`config.mk`:
```
export PLATFORM = sky130hd
export DESIGN_NAME = attn_stream_master
export DESIGN_NICKNAME = d
export VERILOG_FILES = /design/src/rtl/attn_pkg.sv /design/src/rtl/attn_operand_mux.sv /design/src/rtl/attn_stream_master.sv
export SDC_FILE = /design/constraint.sdc
export NUM_CORES = 1
export LEC_CHECK = 0
export BUFFER_PORTS_ARGS = -buffer_cell sky130_fd_sc_hd__buf_4
export CAP_MARGIN = 20
export CORE_UTILIZATION = 25
export CTS_BUF_LIST = sky130_fd_sc_hd__clkbuf_2
export DETAILED_ROUTE_END_ITERATION = 12
export HOLD_SLACK_MARGIN = 0.08
export PLACE_DENSITY = 0.44
export SLEW_MARGIN = 20
export SYNTH_ARGS = -nofsm -noshare
export SYNTH_HDL_FRONTEND = slang
export SYNTH_SLANG_ARGS = --single-unit
export TNS_END_PERCENT = 5
```
`constraint.sdc`:
```
create_clock -name clk -period 1.8 [get_ports clk]
set_input_delay 0.36 -clock clk [delete_from_list [all_inputs] [get_ports clk]]
set_output_delay 0.36 -clock clk [all_outputs]
set_load 0.02 [all_outputs]
```
`src/rtl/attn_pkg.sv`:
```
// Shared types and widths for the attention engine host master and engine top.
// Beats are numbered 0..7 per key row; bit 0 selects key (1) or query (0).
package attn_pkg;

  localparam int ATTN_FEAT  = 4;
  localparam int ATTN_DW    = 8;
  localparam int ATTN_RESW  = 9;
  localparam int ATTN_BEATS = 2 * ATTN_FEAT;
  localparam int ATTN_BW    = $clog2(ATTN_BEATS);

  typedef enum logic [1:0] {
    ST_IDLE     = 2'd0,
    ST_SEND     = 2'd1,
    ST_WAIT_RES = 2'd2,
    ST_DONE     = 2'd3
  } attn_master_state_t;

  // Feature index carried by a beat: both q[f] and k[row][f] share it.
  function automatic logic [1:0] beat_feat(input logic [ATTN_BW-1:0] beat);
    return beat[ATTN_BW-1:1];
  endfunction

endpackage

```
`src/rtl/attn_operand_mux.sv`:
```
// Query and key vector storage, plus selection of the operand byte for a
// given (row, beat) position of the interleaved stream.
module attn_operand_mux
  import attn_pkg::*;
#(
  parameter int N_ROWS = 4,
  parameter int RW     = $clog2(N_ROWS)
) (
  input  logic               clk,
  input  logic               rst_n,
  input  logic               i_ld_en,
  input  logic               i_ld_sel,
  input  logic [RW-1:0]      i_ld_row,
  input  logic [1:0]         i_ld_col,
  input  logic [ATTN_DW-1:0] i_ld_data,
  input  logic [RW-1:0]      i_row,
  input  logic [ATTN_BW-1:0] i_beat,
  output logic [ATTN_DW-1:0] o_byte
);

  logic [ATTN_DW-1:0] r_q [ATTN_FEAT];
  logic [ATTN_DW-1:0] r_k [N_ROWS][ATTN_FEAT];
  logic [1:0]         w_feat;

  always_ff @(posedge clk or negedge rst_n) begin
    if (!rst_n) begin
      for (int f = 0; f < ATTN_FEAT; f++) begin
        r_q[f] <= '0;
      end
    end else if (i_ld_en && !i_ld_sel) begin
      r_q[i_ld_col] <= i_ld_data;
    end
  end

  always_ff @(posedge clk or negedge rst_n) begin
    if (!rst_n) begin
      for (int r = 0; r < N_ROWS; r++) begin
        for (int f = 0; f < ATTN_FEAT; f++) begin
          r_k[r][f] <= '0;
        end
      end
    end else if (i_ld_en && i_ld_sel) begin
      r_k[i_ld_row][i_ld_col] <= i_ld_data;
    end
  end

  assign w_feat = beat_feat(i_beat);
  assign o_byte = i_beat[0] ? r_k[i_row][w_feat] : r_q[w_feat];

endmodule

```
`src/rtl/attn_stream_master.sv`:
```
// Host master: streams q/k byte pairs to the attention engine, then collects
// one exp() score per row into a result buffer and a running denominator.
module attn_stream_master
  import attn_pkg::*;
#(
  parameter int N_ROWS = 4,
  parameter int RW     = $clog2(N_ROWS)
) (
  input  logic                    clk,
  input  logic                    rst_n,
  input  logic                    ld_en,
  input  logic                    ld_sel,
  input  logic [RW-1:0]           ld_row,
  input  logic [1:0]              ld_col,
  input  logic [ATTN_DW-1:0]      ld_data,
  input  logic                    start,
  output logic                    busy,
  output logic                    done,
  output logic [ATTN_DW-1:0]      mst_data_out,
  output logic                    mst_vld_out,
  input  logic                    mst_rdy_in,
  input  logic [ATTN_RESW-1:0]    res_data_in,
  input  logic                    res_vld_in,
  output logic                    res_rdy_out,
  input  logic [RW-1:0]           rd_row,
  output logic [ATTN_RESW-1:0]    rd_data,
  output logic [ATTN_RESW+RW-1:0] sum_out
);

  localparam logic [RW-1:0]      LAST_ROW  = RW'(N_ROWS - 1);
  localparam logic [ATTN_BW-1:0] LAST_BEAT = ATTN_BW'(ATTN_BEATS - 1);

  attn_master_state_t r_state, w_state_next;
  logic [RW-1:0]           r_row, w_row_next;
  logic [ATTN_BW-1:0]      r_beat, w_beat_next;
  logic                    r_vld, w_vld_next;
  logic                    w_clear;
  logic                    w_res_we;
  logic                    w_ld_en;
  logic [ATTN_DW-1:0]      w_byte;
  logic [ATTN_RESW+RW-1:0] r_sum;
  logic [ATTN_RESW-1:0]    r_result [N_ROWS];

  assign w_ld_en = ld_en && (r_state == ST_IDLE);

  attn_operand_mux #(
    .N_ROWS (N_ROWS),
    .RW     (RW)
  ) u_operand_mux (
    .clk       (clk),
    .rst_n     (rst_n),
    .i_ld_en   (w_ld_en),
    .i_ld_sel  (ld_sel),
    .i_ld_row  (ld_row),
    .i_ld_col  (ld_col),
    .i_ld_data (ld_data),
    .i_row     (r_row),
    .i_beat    (r_beat),
    .o_byte    (w_byte)
  );

  always_comb begin
    w_state_next = r_state;
    w_row_next   = r_row;
    w_beat_next  = r_beat;
    w_vld_next   = r_vld;
    w_clear      = 1'b0;
    w_res_we     = 1'b0;
    unique case (r_state)
      ST_IDLE: begin
        if (start) begin
          w_state_next = ST_SEND;
          w_row_next   = '0;
          w_beat_next  = '0;
          w_vld_next   = 1'b1;
          w_clear      = 1'b1;
        end
      end
      ST_SEND: begin
        if (r_vld && mst_rdy_in) begin
          if (r_beat == LAST_BEAT) begin
            w_state_next = ST_WAIT_RES;
            w_vld_next   = 1'b0;
          end else begin
            w_beat_next = r_beat + 1'b1;
          end
        end
      end
      ST_WAIT_RES: begin
        if (res_vld_in) begin
          w_res_we = 1'b1;
          if (r_row == LAST_ROW) begin
            w_state_next = ST_DONE;
          end else begin
            // Next row's q0 goes out on the same edge that takes the result.
            w_state_next = ST_SEND;
            w_row_next   = r_row + 1'b1;
            w_beat_next  = '0;
            w_vld_next   = 1'b1;
          end
        end
      end
      ST_DONE: begin
        w_state_next = ST_IDLE;
      end
      default: begin
        w_state_next = ST_IDLE;
        w_vld_next   = 1'b0;
      end
    endcase
  end

  always_ff @(posedge clk or negedge rst_n) begin
    if (!rst_n) begin
      r_state <= ST_IDLE;
      r_row   <= '0;
      r_beat  <= '0;
      r_vld   <= 1'b0;
    end else begin
      r_state <= w_state_next;
      r_row   <= w_row_next;
      r_beat  <= w_beat_next;
      r_vld   <= w_vld_next;
    end
  end

  always_ff @(posedge clk or negedge rst_n) begin
    if (!rst_n) begin
      r_sum <= '0;
    end else if (w_clear) begin
      r_sum <= '0;
    end else if (w_res_we) begin
      r_sum <= r_sum + {{RW{1'b0}}, res_data_in};
    end
  end

  always_ff @(posedge clk or negedge rst_n) begin
    if (!rst_n) begin
      for (int r = 0; r < N_ROWS; r++) begin
        r_result[r] <= '0;
      end
    end else if (w_clear) begin
      for (int r = 0; r < N_ROWS; r++) begin
        r_result[r] <= '0;
      end
    end else if (w_res_we) begin
      r_result[r_row] <= res_data_in;
    end
  end

  // Data is forced to zero whenever no beat is offered, so reset clears it at once.
  assign mst_data_out = r_vld ? w_byte : '0;
  assign mst_vld_out  = r_vld;
  assign res_rdy_out  = (r_state == ST_WAIT_RES);
  assign busy         = (r_state != ST_IDLE);
  assign done         = (r_state == ST_DONE);
  assign rd_data      = r_result[rd_row];
  assign sum_out      = r_sum;

endmodule

```
; ---- Word level (Yosys, flattened, before mapping)
; Index checks and enable logic that the tools add are counted.
[classes]
eq_ne = 11
n_lt_le_gt_ge = 8
n_bitwise = 5
addsub = 3
mux = 53
reduce_logical = 17
[ops]
columns = operator, count
row1 = bitwise mux 128 bit, 1
row2 = two-way mux 32 bit, 3
row3 = two-way mux 36 bit, 2
row4 = binary-select mux 32 bit (select 2 bit), 1
row5 = demux 32 bit (select 2 bit), 1
row6 = two-way mux 8 bit, 7
row7 = bitwise mux 36 bit, 1
row8 = binary-select mux 8 bit (select 2 bit), 2
row9 = bitwise mux 32 bit, 1
row10 = two-way mux 9 bit, 3
row11 = two-way mux 11 bit, 2
row12 = binary-select mux 9 bit (select 2 bit), 1
row13 = demux 9 bit (select 2 bit), 1
row14 = demux 8 bit (select 2 bit), 1
row15 = two-way mux 2 bit, 8
row16 = >= comparator 3 bit (second input constant), 5
row17 = two-way mux 3 bit, 5
row18 = inverter 2 -> 3 bit, 5
row19 = != test 2 bit (second input constant), 6
row20 = AND reduction 6 bit, 2
row21 = adder 11 x 9 -> 11 bit, 1
row22 = < comparator 3 x 1 -> 1 bit (second input constant), 3
row23 = two-way mux 1 bit, 9
row24 = one-hot mux 3 bit (3 select lines), 1
row25 = other kinds (14), 25
[totals]
register_bits = 215
in_bits = 30
wordCells = 126
output_inout_bits = 32

; ---- Depth between registers and ports, before layout
; Gate-level depths: netlist of run 1.
[logic_depth]
word_depth = 9
mapped_depth = 9
ltp_nobuf = 6

; ---- Cells and area by module
; Synthesis of run 1 repeated with hierarchy kept, for this count alone.
[unflattened]
hier_cells = 757
area_unflattened_um2 = 10657.7
[by_module_without_submodules]
columns = mod, area_per_inst_um2, instances, cells_each, seq_area_each_um2
row1 = attn_operand_mux, 7428.4, 1, 440, 4003.8
row2 = attn_stream_master, 3229.3, 1, 317, 1376.3

; ---- Worst setup path before layout of run 1
; Ideal clock, no wire load.
[synth_path]
kind = register to register
startpoint = reg r_sum[0] (netlist: sum_out[0])
endpoint = reg r_sum[6] (netlist: sum_out[6])
n_path_buf = 0
slack_ns = -0.243
arrival_ns = 1.922
path_stages_with_launch = 7
t_required_ns = 1.679
setup_time_ns = 0.121
synth_period_minus_slack_ns = 2.043
path_cell_list = dfrtp_1 -> ha_1 -> fa_1 -> a21o_1 -> a221oi_1 -> xnor2_1 -> a22o_1
[synth_between]
elab_chain_len = 3
[synth_rtl]
columns = item, line_no
row1 = start: declaration, attn_stream_master.sv:41  ; logic [ATTN_RESW+RW-1:0] r_sum;
row2 = start signal: assignment, attn_stream_master.sv:133  ; r_sum <= r_sum + {{RW{1'b0}}, res_data_in};
row3 = adder 11 x 9 -> 11 bit, attn_stream_master.sv:133
row4 = two-way mux 11 bit, attn_stream_master.sv:132  ; end else if (w_res_we) begin
row5 = two-way mux 11 bit, attn_stream_master.sv:130  ; end else if (w_clear) begin
; No other way between the ends. The select of a mux whose other input is x is not followed.
; A chain may end at the register's enable or synchronous reset.

; ---- Final worst setup path of run 1
[layout_path]
startpoint = reg r_row[1]
endpoint = out mst_data_out[4]
[layout_between]
elab_chain_len = 9
[layout_rtl]
columns = item, line_no
row1 = start: declaration, attn_stream_master.sv:34  ; logic [RW-1:0] r_row, w_row_next;
row2 = start signal: assignment, attn_stream_master.sv:121  ; r_row <= w_row_next;
row3 = inverter 2 -> 3 bit (not written as such), attn_operand_mux.sv:48  ; assign o_byte = i_beat[0] ? r_k[i_row][w_feat] : r_q[w_feat];
row4 = binary-select mux 32 bit (select 2 bit), attn_operand_mux.sv:48
row5 = two-way mux 32 bit (not written as such) (2 in series), attn_operand_mux.sv:48
row6 = binary-select mux 8 bit (select 2 bit), attn_operand_mux.sv:48
row7 = two-way mux 8 bit (not written as such) (2 in series), attn_operand_mux.sv:48
row8 = two-way mux 8 bit, attn_operand_mux.sv:48
row9 = two-way mux 8 bit, attn_stream_master.sv:152  ; assign mst_data_out = r_vld ? w_byte : '0;
row10 = end: declaration, attn_stream_master.sv:19  ; output logic [ATTN_DW-1:0] mst_data_out,
; No other way between the ends. The select of a mux whose other input is x is not followed.

==> results.yml, run 1 <==
outcome:
  violations: "design-rule violations, negative setup slack"
  status: "finished, violations left"
sta:
  rsz0062_at_grt: "true"
  fin_crit_sh_pct: 160
  tightestPinTransition_ns: 0.550
  fmax_mhz: 348
  skew_ns: 0.0699
  slew_violations: 0
  hold_violations: 0
  relSlewSlack_pct: 63.3
  fin_crit_ns: 2.88
  finalSetupViolations: 164
  timing.final.ws_setup_ns: -1.08
route:
  firstDrtPassIters: 9
  routed_wl_um: 31100
  antenna_left: 0
  avgRoutedWirePerCell_um: 19.1
  drt-initial-drc-count: 379
  via_per_inst: 4.65
  drc: 5
  vias: 7570
logic_synthesis:
  yosysWarnings: 0
  syn_area_um2: 10500
  yosysTopAreaCellShare_pct: 51.5
  synth_area_leaders: "dfrtp_1 (51%), mux2_2 (17%), mux2i_1 (6.3%)"
  synth_ff_type: "dfrtp_1"
  synth-edff-count: 0
  syn_avg_cell_area_um2: 12.3
  seq_area_frac_synth_pct: 51.5
  syn_inst: 851
  synth_nets: 897
  ys_ff_latch: 215
  synth_top_area_cell: "dfrtp_1"
  ys_async_sr_fraction_pct: 100
  synth_cell_types: 48
die:
  rows: 74
  fp.dieH_um: 206
  num_io_pins: 62
  die-area_um2: 42600
  coreArea_um2: 41000
  start_util_pct: 25.5
  die_w_um: 206
finish:
  multi_input_area_um2: 5230
  n_fill_cell: 4199
  drive_gt1_share_pct: 48.0
  fin_area_um2: 13900
  final_common_cell: "dfrtp_1"
  layout.nets: 1096
  area.sequential_um2: 5390
  final_cell_mix: "dfrtp_1 (213), mux2_2 (151), nand2_1 (95), clkbuf_2 (95), buf_4 (85)"
  area_growth_pct: 33.1
clock_tree:
  clock-sinks: 215
  htreeDepth: 3
  root_buffer: "clkbuf_2"
  cts_tree: "done"
  cts_buffer_depth: 3
  clock_latency_ns: 0.95
  path_clk_slew_ns: 0.09
  cts-buffers-inserted: 66
global_route:
  grt_max_degree: 65
  overflow: 0
  antenna_found_initial: 2
  track_usage_pct: 15.3
  grt_pass1_wl_um: 48700
  grt_pass1_vias: 8179
worst_hold_path:
  min_from: "res_data_in[7]"
  hold_class: "input pin to flip-flop"
worst_setup_path:
  cp_max_fo: 5
  worstSetupPathType: "flip-flop to primary output"
  critPathLaunchType: "flip-flop"
  critPathCaptureType: "primary output"
  path_cells: "buf_12 -> buf_12 -> mux2i_4 -> a22oi_2 -> buf_4 -> nand3_2 -> nand3_2 -> buf_6"
  cp_slowest_cell: "dfrtp_4"
  path_buf_inv: 4
  worstPathArrival_ns: 2.52
  path_delay_family: "buffers and inverters"
  cp.required_ns: 1.44
  r2r_start: "r_state[0]"
  cp_slowest_stage_delay_ns: 0.50
  crit_start: "r_row[1]"
placement:
  dp_hpwl_um: 20000
  port_buffers: 61
  gp_congestion: 0.765
  placed_area_um2: 12400
  pre_cts_ws_ns: -0.260
run:
  cap_violations: 0
power_and_ir_drop:
  total_leakage_power_nw: 6.63
  power_density_nw_per_um2: 971
  vdd_ir_drop_max_mv: 0.479
## worst reg2reg max path, stage by stage (launching register included)
cell and delay (ns):
dfrtp_1 0.41, buf_6 0.13, nor3b_4 0.24, buf_12 0.17, and4bb_2 0.32, buf_6 0.14, nand2_4 0.11, mux2_2 0.33
## area by class of cell
| cell class | count | share of cell area (%) |
|---|---|---|
| flip-flops and latches | 215 | 38.7 |
| inverters | 4 | 0.108 |
| diodes | 3 | 0.0540 |
| well taps | 532 | 4.79 |
| repair buffers | 189 | 14.6 |
| multi-input cells | 574 | 37.6 |
| clock inverters | 15 | 0.720 |
| clock buffers | 95 | 3.42 |
## routing by layer
layer | GRT usage (%) | wire length, µm | vias up
met1 | 19.6 | 14200 | 3864
met5 | 0 | 0 | -
met2 | 25.1 | 15100 | 154
li1 | - | - | 3504
met4 | 4.83 | 579 | 0
met3 | 3.71 | 1190 | 48
## sequential cells by signal, summed over array words and instances, names as in the netlist
| signal | count |
|---|---|
| mst_vld_out | 1 |
| r_beat | 3 |
| r_result | 36 |
| r_row | 2 |
| r_state | 2 |
| sum_out | 11 |
| u_operand_mux.r_k | 128 |
| u_operand_mux.r_q | 32 |
## cell usage after synthesis, types with 2 or more instances
library cell	number
nor2b_1	10
buf_2	15
or3_1	2
nor3_4	2
a22o_1	10
and4b_1	3
dfrtp_1	215
a2bb2oi_1	2
mux4_2	17
nand2_2	6
clkbuf_1	30
nand3b_1	3
nor2_1	7
xnor2_1	2
buf_1	13
nand3_1	64
mux2i_1	66
a21oi_1	22
mux2_2	162
and3_1	3
nand4_1	4
xor2_1	3
nand2b_1	4
nand2_1	102
a21o_1	4
nor2_2	6
o21ai_0	6
ha_1	15
and2_1	6
inv_1	4
nand3_2	2
a22oi_1	25
## stage by stage
| stage | util, % | std cells | hold slack (ns) | power, mW | TNS (ns) |
|---|---|---|---|---|---|
| after floorplan | - | 851 | 0.0644 | 7.87 | -0.105 |
| after global placement | 30.1 | 1477 | 0.277 | 9.35 | -17.14 |
| after detailed placement | 30.1 | 1477 | 0.278 | 9.37 | -16.09 |
| after CTS | 33.4 | 1623 | 0.162 | 13.6 | -32.88 |
| after global routing | 33.9 | 1627 | 0.189 | 14.4 | -36.90 |
| final | 33.9 | 1627 | 0.290 | 13.5 | -21.47 |
## power breakdown
| part | switching [mW] | total (mW) | leakage, nW | internal [mW] |
|---|---|---|---|---|
| registers | 0.401 | 5.92 | 2.96 | 5.52 |
| logic | 1.82 | 3.78 | 3.24 | 1.96 |
| clock network | 2.26 | 3.82 | 0.433 | 1.55 |
## final timing paths
kind	slack, ns	cells past startpoint	to
min in group asynchronous	0.59	4	u_operand_mux.r_k[32]
max reg2reg	-0.13	7	u_operand_mux.r_k[125]
max in group asynchronous	0.85	4	u_operand_mux.r_k[108]
min reg2reg	0.50	2	r_result[27]
max	-1.08	8	mst_data_out[4]
min	0.29	4	r_result[25]
## cell families (layout without fill, tap and decap cells)
family | after synthesis | count (layout) | synth area share (%)
muxes | 245 | 245 | 27.4
and+or+nand+nor | 232 | 232 | 11.3
DFF | 215 | 215 | 51.5
AOI/OAI and AO/OA | 76 | 76 | 4.97
buffers and inverters | 62 | 303 | 2.41
adders and majority gates | 16 | 16 | 1.99
xor gates and xnor gates | 5 | 5 | 0.419
other | 0 | 3 | 0
## timing repair
action | CTS | global route
gates resized for setup | 99 | 40
gates cloned | 1 | 0
setup buffers | 6 | 1
pin swaps | 22 | 25
hold buffers | 29 | 0
endpoints found under the hold margin | 428 | 0
endpoints found under the setup margin | 211 | 233
No activity file was read; power rests on OpenSTA's default activity.
==> inputs of run 2 (changes only) <==
--- a/config.mk
+++ b/config.mk
@@ -8,9 +8,9 @@
 export BUFFER_PORTS_ARGS = -buffer_cell sky130_fd_sc_hd__buf_4
 export CAP_MARGIN = 20
-export CORE_UTILIZATION = 25
+export CORE_UTILIZATION = 46
 export CTS_BUF_LIST = sky130_fd_sc_hd__clkbuf_2
 export DETAILED_ROUTE_END_ITERATION = 12
 export HOLD_SLACK_MARGIN = 0.08
-export PLACE_DENSITY = 0.44
+export PLACE_DENSITY = 0.68
 export SLEW_MARGIN = 20
 export SYNTH_ARGS = -nofsm -noshare
==> constraint.sdc (replaced) <==
create_clock -name clk -period 1.8 [get_ports clk]
set_input_delay 0.09 -clock clk [delete_from_list [all_inputs] [get_ports clk]]
set_output_delay 0.09 -clock clk [all_outputs]
set_load 0.02 [all_outputs]
==> results.yml, run 2 (synthesis gave the netlist of run 1 again) <==
sta:
  fin_crit_ns: 2.56
  relSlewSlack_pct: 65.9
  finalSetupViolations: 67
  hold_violations: 0
  skew_ns: 0.0388
  slew_violations: 0
  fin_crit_sh_pct: 142
  fin_setup_tns_ns: -8.39
  fmax_mhz: 391
  rsz0062_at_grt: "true"
  tightestPinTransition_ns: 0.510
  timing.final.ws_setup_ns: -0.761
clock_tree:
  root_buffer: "clkbuf_2"
  cts_tree: "done"
  clock-sinks: 215
  cts-buffers-inserted: 56
  cts_buffer_depth: 3
  clock_latency_ns: 0.83
  path_clk_slew_ns: 0.10
  htreeDepth: 2
worst_setup_path:
  critPathLaunchType: "flip-flop"
  r2r_slack_ns: -0.06
  r2r_start: "r_state[1]"
  cp.required_ns: 1.71
  rr_endpoint: "u_operand_mux.r_k[50]"
  crit_top_cell: "nand3_1"
  cp_num_cells: 6
  path_cells: "buf_16 -> mux2i_1 -> a22oi_1 -> nand3_1 -> nand3_1 -> buf_4"
  cp_max_fo: 19
  critPathCaptureType: "primary output"
  path_buf_inv: 2
  worstSetupPathType: "flip-flop to primary output"
  worstPathArrival_ns: 2.47
  cp_slowest_stage_delay_ns: 0.55
  rr_worst_depth: 5
  cp_slowest_cell: "dfrtp_4"
  path_delay_family: "flip-flops"
run:
  cap_violations: 0
power_and_ir_drop:
  total_leakage_power_nw: 6.40
  finalPower_mw: 12.6
  power_density_nw_per_um2: 965
  vdd_ir_drop_max_mv: 0.635
route:
  avgRoutedWirePerCell_um: 19.8
  routed_wl_um: 26500
  drc: 2
  drt-initial-drc-count: 333
  via_per_inst: 5.64
  vias: 7535
  antenna_left: 0
  firstDrtPassIters: 9
placement:
  dp_hpwl_um: 17100
  port_buffers: 61
  gp_congestion: 0.836
  pre_cts_ws_ns: -0.0767
die:
  fp.dieH_um: 153
  rows: 54
  num_io_pins: 62
  die_w_um: 153
  start_util_pct: 47.4
  die-area_um2: 23300
  coreArea_um2: 22000
outcome:
  status: "finished, violations left"
  violations: "design-rule violations, negative setup slack"
global_route:
  grt_pass1_vias: 7848
  grt_pass1_wl_um: 42400
  grt_max_degree: 45
  antenna_found_initial: 1
  overflow: 0
  track_usage_pct: 23.5
worst_hold_path:
  min_path_cells: 4
  min_from: "mst_rdy_in"
  hold_class: "input pin to flip-flop"
  whs_endpoint: "r_state[1]"
finish:
  layout.nets: 1061
  post-route-util_pct: 59.3
  final_common_cell: "dfrtp_1"
  top_register: "u_operand_mux.r_k"
  drive_gt1_share_pct: 44.5
  reg_top3: "u_operand_mux.r_k: 128 flops, r_result: 36 flops, u_operand_mux.r_q: 32 flops"
  largest_register_ffs: 128
  area_growth_pct: 25.0
  final_cell_mix: "dfrtp_1 (213), mux2_2 (162), nand2_1 (96)"
run 2: cell count changes in the layout (fill, tap and decap cells not counted), moves of 7 or more:
cell / delta
nand3_2: -8
buf_6: -23
buf_12: -12
mux2i_1: -9
clkinv_1: +7
mux2_4: -11
clkbuf_2: -21
mux2_2: +11
dlygate4sd3_1: +10
nand3_1: +8
mux2i_2: +11
run 2: layer usage:
metal	GRT usage, %	vias up	wire length [µm]
met2	38.6	199	13100
li1	-	3432	-
met4	9.28	0	665
met5	0	-	0
met3	4.10	53	1090
met1	30.9	3851	11700
run 2: worst max path at each step:
stage,startpoint,end,slack [ns]
after floorplan,sum_out[0],sum_out[6],-0.03
after global placement,r_state[1],u_operand_mux.r_k[64],-0.05
after detailed placement,r_state[1],u_operand_mux.r_k[66],-0.08
after CTS,r_row[1],mst_data_out[1],-0.82
after global routing,r_row[1],mst_data_out[6],-0.91
final,r_row[1],mst_data_out[5],-0.76
run 2: layout make-up:
type | count | area [µm²]
Antenna cell | 1 | 2.50
Clock buffer | 74 | 370
Clock inverter | 25 | 130
Fill cell | 1795 | 8970
Inverter | 4 | 15.0
Multi-Input combinational cell | 574 | 5130
Sequential cell | 215 | 5390
Tap cell | 280 | 350
Timing Repair Buffer | 164 | 1680
run 2: timing repair:
item                                    in CTS  in global routing
buffers inserted                             3                  4
endpoints found under the hold margin      429                  0
hold buffers                                39                  0
endpoints found under the setup margin     113                216
cloned                                       3                  0
gates resized for setup                     63                 38
pin swaps                                   17                 12
run 2: where the power goes:
group          switching, mW  internal [mW]
clock network           2.02           1.28
registers              0.385           5.52
logic                   1.68           1.71
total                   4.09           8.51
run 2: worst reg2reg max path: stages (launching register included):
cell	delay [ns]
dfrtp_1	0.41
nor3b_4	0.34
nand4b_2	0.27
nor2_2	0.16
buf_4	0.19
mux2_2	0.35
run 2: per-stage QoR:
stage          std cells  hold slack (ns)  instance area (µm²)
2_1_floorplan        851           -0.206                10500
3_3_place_gp        1189           0.0836                11600
3_5_place_dp        1189           0.0773                11600
4_1_cts             1333            0.143                12900
5_1_grt             1337            0.165                13100
6_report            1337            0.225                13100
